===== src/rtl/dw_btn_pkg.sv =====
// Shared types and default constants for the watch push-button front end.
package dw_btn_pkg;

  typedef enum logic [1:0] {
    IDLE,
    DEB_PRESS,
    PRESSED,
    DEB_RELEASE
  } btn_state_t;

  localparam int SYNC_STAGES_DEF       = 2;
  localparam int DEBOUNCE_CYCLES_DEF   = 4;
  localparam int LONG_PRESS_CYCLES_DEF = 32;

endpackage


===== src/rtl/dw_btn_debounce.sv =====
// One push-button: synchroniser, debounce/hold FSM, registered press and long-press events.
module dw_btn_debounce
  import dw_btn_pkg::*;
#(
  parameter int SYNC_STAGES       = SYNC_STAGES_DEF,
  parameter int DEBOUNCE_CYCLES   = DEBOUNCE_CYCLES_DEF,
  parameter int LONG_PRESS_CYCLES = LONG_PRESS_CYCLES_DEF
) (
  input  logic clk,
  input  logic rst_n,
  input  logic i_btn,
  output logic o_press_evt,
  output logic o_long_evt
);

  localparam int CNT_W = $clog2(LONG_PRESS_CYCLES + 1);
  localparam logic [CNT_W-1:0] ONE      = CNT_W'(1);
  localparam logic [CNT_W-1:0] DEB_LAST = CNT_W'(DEBOUNCE_CYCLES - 1);
  localparam logic [CNT_W-1:0] LONG_PRE = CNT_W'(LONG_PRESS_CYCLES - 2);
  localparam logic [CNT_W-1:0] CNT_MAX  = CNT_W'(LONG_PRESS_CYCLES - 1);

  logic [SYNC_STAGES-1:0] r_sync;
  logic [CNT_W-1:0]       r_cnt;
  btn_state_t             r_state;
  logic                   r_long_done;
  logic                   w_s;

  assign w_s = r_sync[SYNC_STAGES-1];

  function automatic logic [CNT_W-1:0] sat_inc(input logic [CNT_W-1:0] c);
    return (c == CNT_MAX) ? c : c + ONE;
  endfunction

  always_ff @(posedge clk or negedge rst_n) begin
    if (!rst_n) begin
      r_sync      <= '0;
      r_state     <= IDLE;
      r_cnt       <= '0;
      r_long_done <= 1'b0;
      o_press_evt <= 1'b0;
      o_long_evt  <= 1'b0;
    end else begin
      r_sync      <= {r_sync[SYNC_STAGES-2:0], i_btn};
      o_press_evt <= 1'b0;
      o_long_evt  <= 1'b0;
      case (r_state)
        IDLE: begin
          if (w_s) begin
            r_state <= DEB_PRESS;
            r_cnt   <= ONE;
          end
        end
        DEB_PRESS: begin
          if (!w_s) begin
            r_state <= IDLE;
            r_cnt   <= '0;
          end else if (r_cnt >= DEB_LAST) begin
            r_state     <= PRESSED;
            r_cnt       <= '0;
            r_long_done <= 1'b0;
            o_press_evt <= 1'b1;
          end else begin
            r_cnt <= sat_inc(r_cnt);
          end
        end
        PRESSED: begin
          // Long event fires on the step into LONG_PRESS_CYCLES-1, once per press.
          if (w_s) begin
            r_cnt <= sat_inc(r_cnt);
            if (r_cnt == LONG_PRE && !r_long_done) begin
              o_long_evt  <= 1'b1;
              r_long_done <= 1'b1;
            end
          end else begin
            r_state <= DEB_RELEASE;
            r_cnt   <= ONE;
          end
        end
        DEB_RELEASE: begin
          if (w_s) begin
            r_state <= PRESSED;
            r_cnt   <= '0;
          end else if (r_cnt >= DEB_LAST) begin
            r_state <= IDLE;
            r_cnt   <= '0;
          end else begin
            r_cnt <= sat_inc(r_cnt);
          end
        end
        default: begin
          r_state <= IDLE;
          r_cnt   <= '0;
        end
      endcase
    end
  end

endmodule


===== src/rtl/dw_button_conditioner.sv =====
// Watch button front end: two debouncers feeding pending latches and a gap-enforcing arbiter.
module dw_button_conditioner
  import dw_btn_pkg::*;
#(
  parameter int SYNC_STAGES       = SYNC_STAGES_DEF,
  parameter int DEBOUNCE_CYCLES   = DEBOUNCE_CYCLES_DEF,
  parameter int LONG_PRESS_CYCLES = LONG_PRESS_CYCLES_DEF
) (
  input  logic clk,
  input  logic rst_n,
  input  logic mode_btn,
  input  logic set_btn,
  output logic mode,
  output logic set,
  output logic set_long,
  output logic drop_err
);

  logic w_mode_evt, w_mode_long_unused, w_set_evt, w_long_evt;
  logic r_mode_pend, r_set_pend, r_long_pend, r_gap;
  logic w_req_mode, w_req_set, w_req_long;

  dw_btn_debounce #(
    .SYNC_STAGES      (SYNC_STAGES),
    .DEBOUNCE_CYCLES  (DEBOUNCE_CYCLES),
    .LONG_PRESS_CYCLES(LONG_PRESS_CYCLES)
  ) u_mode (
    .clk        (clk),
    .rst_n      (rst_n),
    .i_btn      (mode_btn),
    .o_press_evt(w_mode_evt),
    .o_long_evt (w_mode_long_unused)
  );

  dw_btn_debounce #(
    .SYNC_STAGES      (SYNC_STAGES),
    .DEBOUNCE_CYCLES  (DEBOUNCE_CYCLES),
    .LONG_PRESS_CYCLES(LONG_PRESS_CYCLES)
  ) u_set (
    .clk        (clk),
    .rst_n      (rst_n),
    .i_btn      (set_btn),
    .o_press_evt(w_set_evt),
    .o_long_evt (w_long_evt)
  );

  // A fresh event can be emitted in the cycle it arrives, bypassing its latch.
  assign w_req_mode = r_mode_pend | w_mode_evt;
  assign w_req_set  = r_set_pend  | w_set_evt;
  assign w_req_long = r_long_pend | w_long_evt;

  always_ff @(posedge clk or negedge rst_n) begin
    if (!rst_n) begin
      r_mode_pend <= 1'b0;
      r_set_pend  <= 1'b0;
      r_long_pend <= 1'b0;
      r_gap       <= 1'b0;
      mode        <= 1'b0;
      set         <= 1'b0;
      set_long    <= 1'b0;
      drop_err    <= 1'b0;
    end else begin
      mode        <= 1'b0;
      set         <= 1'b0;
      set_long    <= 1'b0;
      r_gap       <= 1'b0;
      r_mode_pend <= w_req_mode;
      r_set_pend  <= w_req_set;
      r_long_pend <= w_req_long;
      if ((w_mode_evt & r_mode_pend) | (w_set_evt & r_set_pend) | (w_long_evt & r_long_pend))
        drop_err <= 1'b1;
      if (!r_gap) begin
        if (w_req_mode) begin
          mode        <= 1'b1;
          r_mode_pend <= 1'b0;
          r_gap       <= 1'b1;
        end else if (w_req_set) begin
          set        <= 1'b1;
          r_set_pend <= 1'b0;
          r_gap      <= 1'b1;
        end else if (w_req_long) begin
          set_long    <= 1'b1;
          r_long_pend <= 1'b0;
          r_gap       <= 1'b1;
        end
      end
    end
  end

endmodule


===== config.mk =====
export PLATFORM = sky130hd
export DESIGN_NAME = dw_button_conditioner
export DESIGN_NICKNAME = d
export VERILOG_FILES = /design/src/rtl/dw_btn_pkg.sv /design/src/rtl/dw_btn_debounce.sv /design/src/rtl/dw_button_conditioner.sv
export SDC_FILE = /design/constraint.sdc
export NUM_CORES = 1
export LEC_CHECK = 0
export ABC_CLOCK_PERIOD_IN_PS = 2400
export CORE_MARGIN = 4
export CORE_UTILIZATION = 60
export CTS_CLUSTER_DIAMETER = 30
export CTS_CLUSTER_SIZE = 28
export DETAILED_ROUTE_END_ITERATION = 6
export DONT_BUFFER_PORTS = 1
export HOLD_SLACK_MARGIN = 0.03
export MAX_ROUTING_LAYER = met4
export PLACE_DENSITY = 0.75
export SYNTH_ARGS = -nofsm -noshare
export SYNTH_HDL_FRONTEND = slang
export SYNTH_HIERARCHICAL = 1
export SYNTH_SLANG_ARGS = --single-unit

===== constraint.sdc =====
create_clock -name clk -period 2.4 [get_ports clk]
set_clock_uncertainty 0.15 [all_clocks]
set_input_delay 0.48 -clock clk [delete_from_list [all_inputs] [get_ports clk]]
set_output_delay 0.48 -clock clk [all_outputs]
set_load 0.01 [all_outputs]

* Yosys cells after proc, flatten, opt, wreduce, memory -nomap -nowiden
Index checks and enable logic that the tools add are counted.
** Cells by class
- Shift-type cells :: 0
- Reductions and logical operators :: 8
- Divide/modulo/power cells :: 0
- Equality and inequality tests :: 21
- Magnitude comparators :: 2
- Bitwise operators :: 8
- Add/subtract/negate cells :: 2
- Multiply operators :: 0
- Multiplexer cells :: 60
** Operators by type and width (count)
- $mux 6 :: 12
- $pmux 6 s4 :: 2
- $mux 1 :: 31
- $mux 2 :: 12
- $eq 6x5->1 const B :: 3
- $pmux 2 s4 :: 2
- $add 6x1->6 const B :: 2
- $ge 6x2->1 const B :: 2
- $ne 2x1->1 const B :: 6
- $eq 2x2->1 const B :: 4
- $reduce_and 4->1 :: 2
- $ne 3x1->1 const B :: 2
- $ne 3x3->1 const B :: 2
- $or 1x1->1 :: 5
- $reduce_and 5->1 :: 1
- $eq 2x1->1 const B :: 2
- $logic_not 2->1 :: 2
- $ne 2x2->1 const B :: 2
- $and 1x1->1 :: 3
- $pmux 1 s2 :: 1
- $reduce_bool 2->1 :: 1
- $logic_and 1x1->1 :: 1
- $logic_not 1->1 :: 1
** Word-level totals
- Memory bits (writable) :: 0
- Input port bits :: 4
- Bits in latches :: 0
- Output and inout bits :: 4
- Word-level logic and storage cells :: 119
- Bits in read-only memories :: 0
- Register bits :: 32
- Memories :: 0

* Longest topological paths before layout
Gate-level depths: netlist of the first run.
- Depth in word-level cells :: 5
- Depth in mapped cells :: 5
- Mapped depth without buffers :: 5

* By module
The synthesis of the first run kept the hierarchy.
** Modules (own cells, without submodules)
- dw_btn_debounce (u_set) :: seq. area each 325.3 sq um, area each 721.9 sq um, cells an instance 72, times used 1
- dw_btn_debounce (u_mode) :: seq. area each 325.3 sq um, area each 713.2 sq um, cells an instance 75, times used 1
- dw_button_conditioner :: seq. area each 200.2 sq um, area each 280.3 sq um, cells an instance 23, times used 1

* Worst setup path after synthesis of the first run
No wires, ideal clock.
- Path type :: flip-flop to flip-flop
- Start point :: register u_set.r_cnt[0]
- End point :: register u_set.r_cnt[4]
- Stages on the path, launching flop included :: 6
- Path buffers :: 0
- Setup time :: 80 ps
- Slack :: 311 ps
- Period minus slack after synthesis :: 2089 ps
- Data arrival time :: 1859 ps
- Required time :: 2170 ps
- Cell sequence :: dfrtp_1 -> ha_1 -> or4_4 -> o41ai_4 -> nor3_2 -> nor3_2
** Between the ends
- Cells in the longest elaborated chain, start to end :: 5
- Elaborated cells on any way between the ends :: 9
- Those cells by class :: 1 x add/sub; 1 x order compare; 1 x eq/ne; 6 x mux
** RTL lines
- from (decl) :: RTL line dw_btn_debounce.sv:23 : logic [CNT_W-1:0] r_cnt;
- from (signal assigned) :: RTL line dw_btn_debounce.sv:63 : r_cnt <= sat_inc(r_cnt);
- from (signal assigned) :: RTL line dw_btn_debounce.sv:69 : r_cnt <= sat_inc(r_cnt);
- from (signal assigned) :: RTL line dw_btn_debounce.sv:87 : r_cnt <= sat_inc(r_cnt);
- $add 6x1->6 / $eq 6x5->1 (equally long branches) :: RTL line dw_btn_debounce.sv:31 : return (c == CNT_MAX) ? c : c + ONE;
- $mux 6 :: RTL line dw_btn_debounce.sv:31
- $mux 6 :: RTL line dw_btn_debounce.sv:57, dw_btn_debounce.sv:83
- $mux 6, on equally long branches :: RTL line dw_btn_debounce.sv:80, dw_btn_debounce.sv:54
- $pmux 6 s4 * :: RTL line dw_btn_debounce.sv:46 : case (r_state)
Every way passes the cells marked *; elsewhere a longest branch is shown, timed or not.
A chain may end at the register's enable or synchronous reset.

* Final worst setup path of the first run
Same ends and word-level chain as after synthesis.

==> results of run 1 <==
-- metal layers --
metal	part of all wire (%)	GRT usage [%]	routed length, um	up-vias
met3	5.2	5.83	147	4
met4	1.2	5.70	34	0
met5	0	-	0	-
met2	46	28.2	1310	40
met1	48	25.6	1350	579
li1	-	-	-	609
-- worst paths after layout --
path	from	to	slack [ns]	cells after the start
setup / recovery	u_set/r_cnt[0]$_DFFE_PN0N_	u_set/r_cnt[4]$_DFFE_PN0N_	0.13	5
hold / removal	u_mode/r_sync[0]$_DFF_PN0_	u_mode/r_sync[1]$_DFF_PN0_	0.21	0
setup reg to reg	u_set/r_cnt[0]$_DFFE_PN0N_	u_set/r_cnt[4]$_DFFE_PN0N_	0.13	5
hold reg to reg	u_mode/r_sync[0]$_DFF_PN0_	u_mode/r_sync[1]$_DFF_PN0_	0.21	0
max in group asynchronous	rst_n	asynchronous set/reset pin	1.48	2
min in group asynchronous	rst_n	mode$_DFF_PN0_	0.46	2
-- power groups by stage --
| stage | clock (mW) | combinational [mW] | sequential (mW) |
|---|---|---|---|
| 3_3_place_gp | 0 | 0.460 | 0.739 |
| 3_5_place_dp | 0 | 0.471 | 0.746 |
| 4_1_cts | 0.277 | 0.493 | 0.737 |
| 2_1_floorplan | 0 | 0.441 | 0.685 |
| 5_1_grt | 0.304 | 0.555 | 0.755 |
| 6_report | 0.267 | 0.489 | 0.739 |
-- state kept, by name, indices dropped and copies added (netlist names), named ones only --
name and cells:
u_set/o_press_evt 1, mode 1, u_mode/r_sync 2, r_mode_pend 1
u_mode/o_press_evt 1, u_set/r_cnt 6, u_set/r_sync 2, u_set/r_long_done 1
set 1, u_mode/r_state 1, r_long_pend 1, r_gap 1
set_long 1, u_set/o_long_evt 1, r_set_pend 1, drop_err 1
u_mode/r_cnt 6, u_set/r_state 1
-- area by class of cell --
| class | count | area, sq um | area share [%] |
|---|---|---|---|
| well taps | 30 | 37.5 | 2.14 |
| multi-input cells | 119 | 790 | 44.9 |
| clock inverters | 1 | 5.00 | 0.285 |
| clock buffers | 6 | 41.3 | 2.35 |
| flip-flops and latches | 32 | 801 | 45.6 |
| repair buffers | 4 | 50.0 | 2.85 |
| inverters | 9 | 33.8 | 1.92 |
-- metrics by stage --
| step | std cells | power [mW] |
|---|---|---|
| after floorplan | 164 | 1.13 |
| after global placement | 190 | 1.20 |
| after detailed placement | 190 | 1.22 |
| after CTS | 201 | 1.51 |
| after global routing | 201 | 1.61 |
| final | 201 | 1.50 |
==> out/metrics.csv, run 1 <==
metric,value,unit
num-fill-cells,180,
drtAntennaViolNets,0,
worstPathArrival,2.36,ns
critPathKind,flop to flop,
timing_hold_violations_final,0,
switchingPower,559,uW
drive_above_1_share,10.5,%
track_usage,19.2,%
p_int,936,uW
grt_overflow,0,
layout.nets,179,
setup_slack,0.126,ns
num_rows,18,
pre_cts_ws,0.162,ns
grt_setup_unrepaired,false,
avgSynthCellArea,9.99,sq um
grt_start_max_net_pins,33,
postCtsResizedCells,0,
max_cap_violations,0,
fin_crit,2.27,ns
power_frac_comb,32.7,%
cts_tree,built,
yosys_warnings,6,
dieArea,3630,sq um
clock_path_buffers,2,
synthesis.nets,172,
post_cts_buffers,0,
setup_viol,0,
die_h,60.3,um
grt_first_pass_wirelength,5.08,mm
cts-hold-fix-buffers,4,
relSlewSlack,57.0,%
portBuffers,0,
p_clk_share,17.9,%
p_seq_share,49.4,%
placed_cell_area,1660,sq um
layout_common_cells,"32 x dfrtp_1, 18 x nor2_1, 12 x nand2_1",
crit_chain,"ha_1, or4_4, o41ai_4, nor3_2, nor3_2",
cp-start-kind,flop,
synth_cells,164,
power_leakage,0.752,nW
final_common_cell,dfrtp_1,
drt-total-wl,2.84,mm
worst_pin_slew,0.641,ns
drc,0,
io_pins,8,
path_buf_inv,0,
cts_buffers,5,
drtPass1Iterations,4,
p_per_area,850,nW/um^2
path_clk_slew,0.09,ns
hold_path.class,flop to flop,
critPathMaxFanout,6,
slowest_stage,or4_4,
finalCritPeriodShare,94.8,%
antennaDiodeCount,0,
cts-root-buf,clkbuf_4,
cts.sinks,32,
clk_latency,0.31,ns
tns,0,ns
routed_via_density,6.13,
timing.fmax,440,MHz
die_width,60.3,um
max_stage_delay,0.54,ns
area_delta_synth_final,7.25,%
critPathTopFamily,simple AND/OR/NAND/NOR gates,
fin_area,1760,sq um
status,completed,
vias,1232,
switching_share,37.4,%
htree_levels,2,
crit_required,2.49,ns
avgRoutedWirePerCell,14.1,um
postLayoutCoreUtil,69.1,%
first_iter_violations,90,
hold_slack,0.210,ns
place.gp.congestion,0.925,
endpoint_kind,flop,
initial_core_util,64.4,%
antenna_found_initial,0,
syn_area,1640,sq um
hpwlAfterDp,2.00,mm
grt_pass1_vias,1133,
ir_drop,0.609,mV
crit_top_cell,nor3_2,
core,2540,sq um
slew_viol_final,0,
No activity file was read; power rests on OpenSTA's default activity.
==> run 2, diff against run 1 <==
- CAP_MARGIN: default -> 20
==> results of run 2 <==
Same layout as run 1: the final DEF is identical, and so are final timing and power.
==> run 3, diff against run 2 <==
- ABC_CLOCK_PERIOD_IN_PS: 2400 -> 2600
- clock period: 2.4 -> 2.6 ns (I/O delays scaled with it)
==> run 3 against run 2 <==
Final cell count is 0.50% lower. Count of clock-buffer cells in the layout unchanged. Largest power group unchanged. Worst setup slack gained 0.22 ns. Critical path depth is the same.
==> out/metrics.csv, run 3 (synthesis gave the netlist of run 1 again) <==
metric,value,unit,change
status,completed,,
grt_start_max_net_pins,33,,unchanged
cts-hold-fix-buffers,2,,-2
portBuffers,0,,unchanged
postCtsResizedCells,0,,unchanged
crit_required,2.71,ns,+0.22 ns
ir_drop,0.601,mV,-1.3%
htree_levels,2,,unchanged
drtAntennaViolNets,0,,unchanged
slew_viol_final,0,,unchanged
max_cap_violations,0,,unchanged
core,2540,sq um,unchanged
layout.nets,178,,-0.56%
first_iter_violations,39,,-57%
power_frac_comb,32.8,%,about the same
hpwlAfterDp,2.09,mm,+4.4%
num_rows,18,,unchanged
cp-start-kind,flop,,
clock_path_buffers,2,,unchanged
antennaDiodeCount,0,,unchanged
p_seq_share,49.0,%,-0.4 points
drc,0,,unchanged
path_clk_slew,0.09,ns,about the same
clk_latency,0.33,ns,+0.02 ns
initial_core_util,64.4,%,unchanged
power_leakage,0.748,nW,-0.56%
stdcell_count,200,,-0.50%
worst_pin_slew,0.643,ns,+0.00256 ns
drtPass1Iterations,4,,unchanged
grt_first_pass_wirelength,5.29,mm,+4.1%
relSlewSlack,56.8,%,-0.17 points
tns,0,ns,unchanged
layout_common_cells,"32 x dfrtp_1, 18 x nor2_1, 12 x nand2_1",,
track_usage,20.6,%,+1.3 points
cts_buffers,5,,unchanged
place.gp.congestion,0.925,,unchanged
fin_crit,2.26,ns,-0.0154 ns
vias,1233,,+0.081%
avgRoutedWirePerCell,15.0,um,+6.0%
routed_via_density,6.17,,+0.58%
timing.fmax,443,MHz,+0.68%
io_pins,8,,unchanged
p_clk_share,18.2,%,+0.3 points
drt-total-wl,3.00,mm,+5.5%
switchingPower,528,uW,-5.6%
p_int,863,uW,-7.7%
cts.sinks,32,,unchanged
top_regs,"u_mode/r_cnt: 6 flops, u_set/r_cnt: 6 flops",,
setup_viol,0,,unchanged
timing_hold_violations_final,0,,unchanged
die_h,60.3,um,unchanged
dp_cells,190,,unchanged
cts-root-buf,clkbuf_4,,
grt_overflow,0,,unchanged
drive_above_1_share,10.6,%,+0.062 points
grt_pass1_vias,1124,,-0.79%
worstPathArrival,2.37,ns,about the same
finalCritPeriodShare,86.9,%,-7.9 points
switching_share,37.9,%,+0.54 points
p_per_area,796,nW/um^2,-6.4%
antenna_found_initial,0,,unchanged
finalPower,1.39,mW,-6.9%
die_width,60.3,um,unchanged
endpoint_kind,flop,,
critPathKind,flop to flop,,
hold_path.class,primary input to flop,,
critPathMaxFanout,6,,unchanged
grt_setup_unrepaired,false,,
final_common_cell,dfrtp_1,,
dieArea,3630,sq um,unchanged
area_delta_synth_final,6.64,%,
cts_tree,built,,
post_cts_buffers,0,,unchanged
[run 3: cell count changes in the layout (fill, tap and decap cells not counted)]
cell,change
dlygate4sd3_1,-1
[run 3: final cells by class]
| type | count | area, sq um |
|---|---|---|
| clock buffer | 6 | 41.3 |
| clock inverter | 1 | 5.00 |
| fill | 203 | 797 |
| inverter | 9 | 33.8 |
| multi-input combinational | 119 | 790 |
| sequential | 32 | 801 |
| tap | 30 | 37.5 |
| timing repair buffer | 3 | 40.0 |
[run 3: through the flow]
| step | util [%] | hold WS, ns | setup slack, ns | area, sq um |
|---|---|---|---|---|
| after floorplan | - | 0.0744 | 0.511 | 1640 |
| after global placement | 65.3 | 0.0751 | 0.434 | 1660 |
| after detailed placement | 65.3 | 0.0751 | 0.370 | 1660 |
| after CTS | 68.3 | 0.0400 | 0.351 | 1740 |
| after global routing | 68.7 | 0.0350 | 0.256 | 1750 |
| final | 68.7 | 0.0641 | 0.341 | 1750 |
[run 3: path summary, 6_finish.rpt]
| check | startpoint | end | slack [ns] | cells after the start |
|---|---|---|---|---|
| max | u_set/r_cnt[0]$_DFFE_PN0N_ | u_set/r_cnt[4]$_DFFE_PN0N_ | 0.34 | 5 |
| min | set_btn | u_set/r_sync[0]$_DFF_PN0_ | 0.06 | 0 |
| max reg2reg | u_set/r_cnt[0]$_DFFE_PN0N_ | u_set/r_cnt[4]$_DFFE_PN0N_ | 0.34 | 5 |
| min reg2reg | u_mode/r_sync[0]$_DFF_PN0_ | u_mode/r_sync[1]$_DFF_PN0_ | 0.21 | 0 |
| max in group asynchronous | rst_n | r_mode_pend$_DFF_PN0_ | 1.65 | 2 |
| min in group asynchronous | rst_n | u_mode/r_cnt[2]$_DFFE_PN0N_ | 0.48 | 2 |
[run 3: routing by layer]
layer  track usage (%)  vias to the layer above  share of wire [%]  wire, um
li1                  -                      614                  -         -
met1              27.1                      583                 47      1420
met2              29.2                       31                 46      1370
met3              5.83                        5                5.9       176
met4              9.49                        0               0.97        29
met5                 -                        -                  0         0
[run 3: critical path, cell delays in order (launching register included)]
cell,delay (ns)
dfrtp_1,0.43
ha_1,0.26
or4_4,0.54
o41ai_4,0.45
nor3_2,0.14
nor3_2,0.21
[run 3: power by group through the flow]
stage	sequential [mW]	clock (mW)	combinational, mW
after floorplan	0.632	0	0.407
after global placement	0.682	0	0.425
after detailed placement	0.691	0	0.439
after CTS	0.680	0.265	0.458
after global routing	0.698	0.290	0.516
final	0.682	0.254	0.456
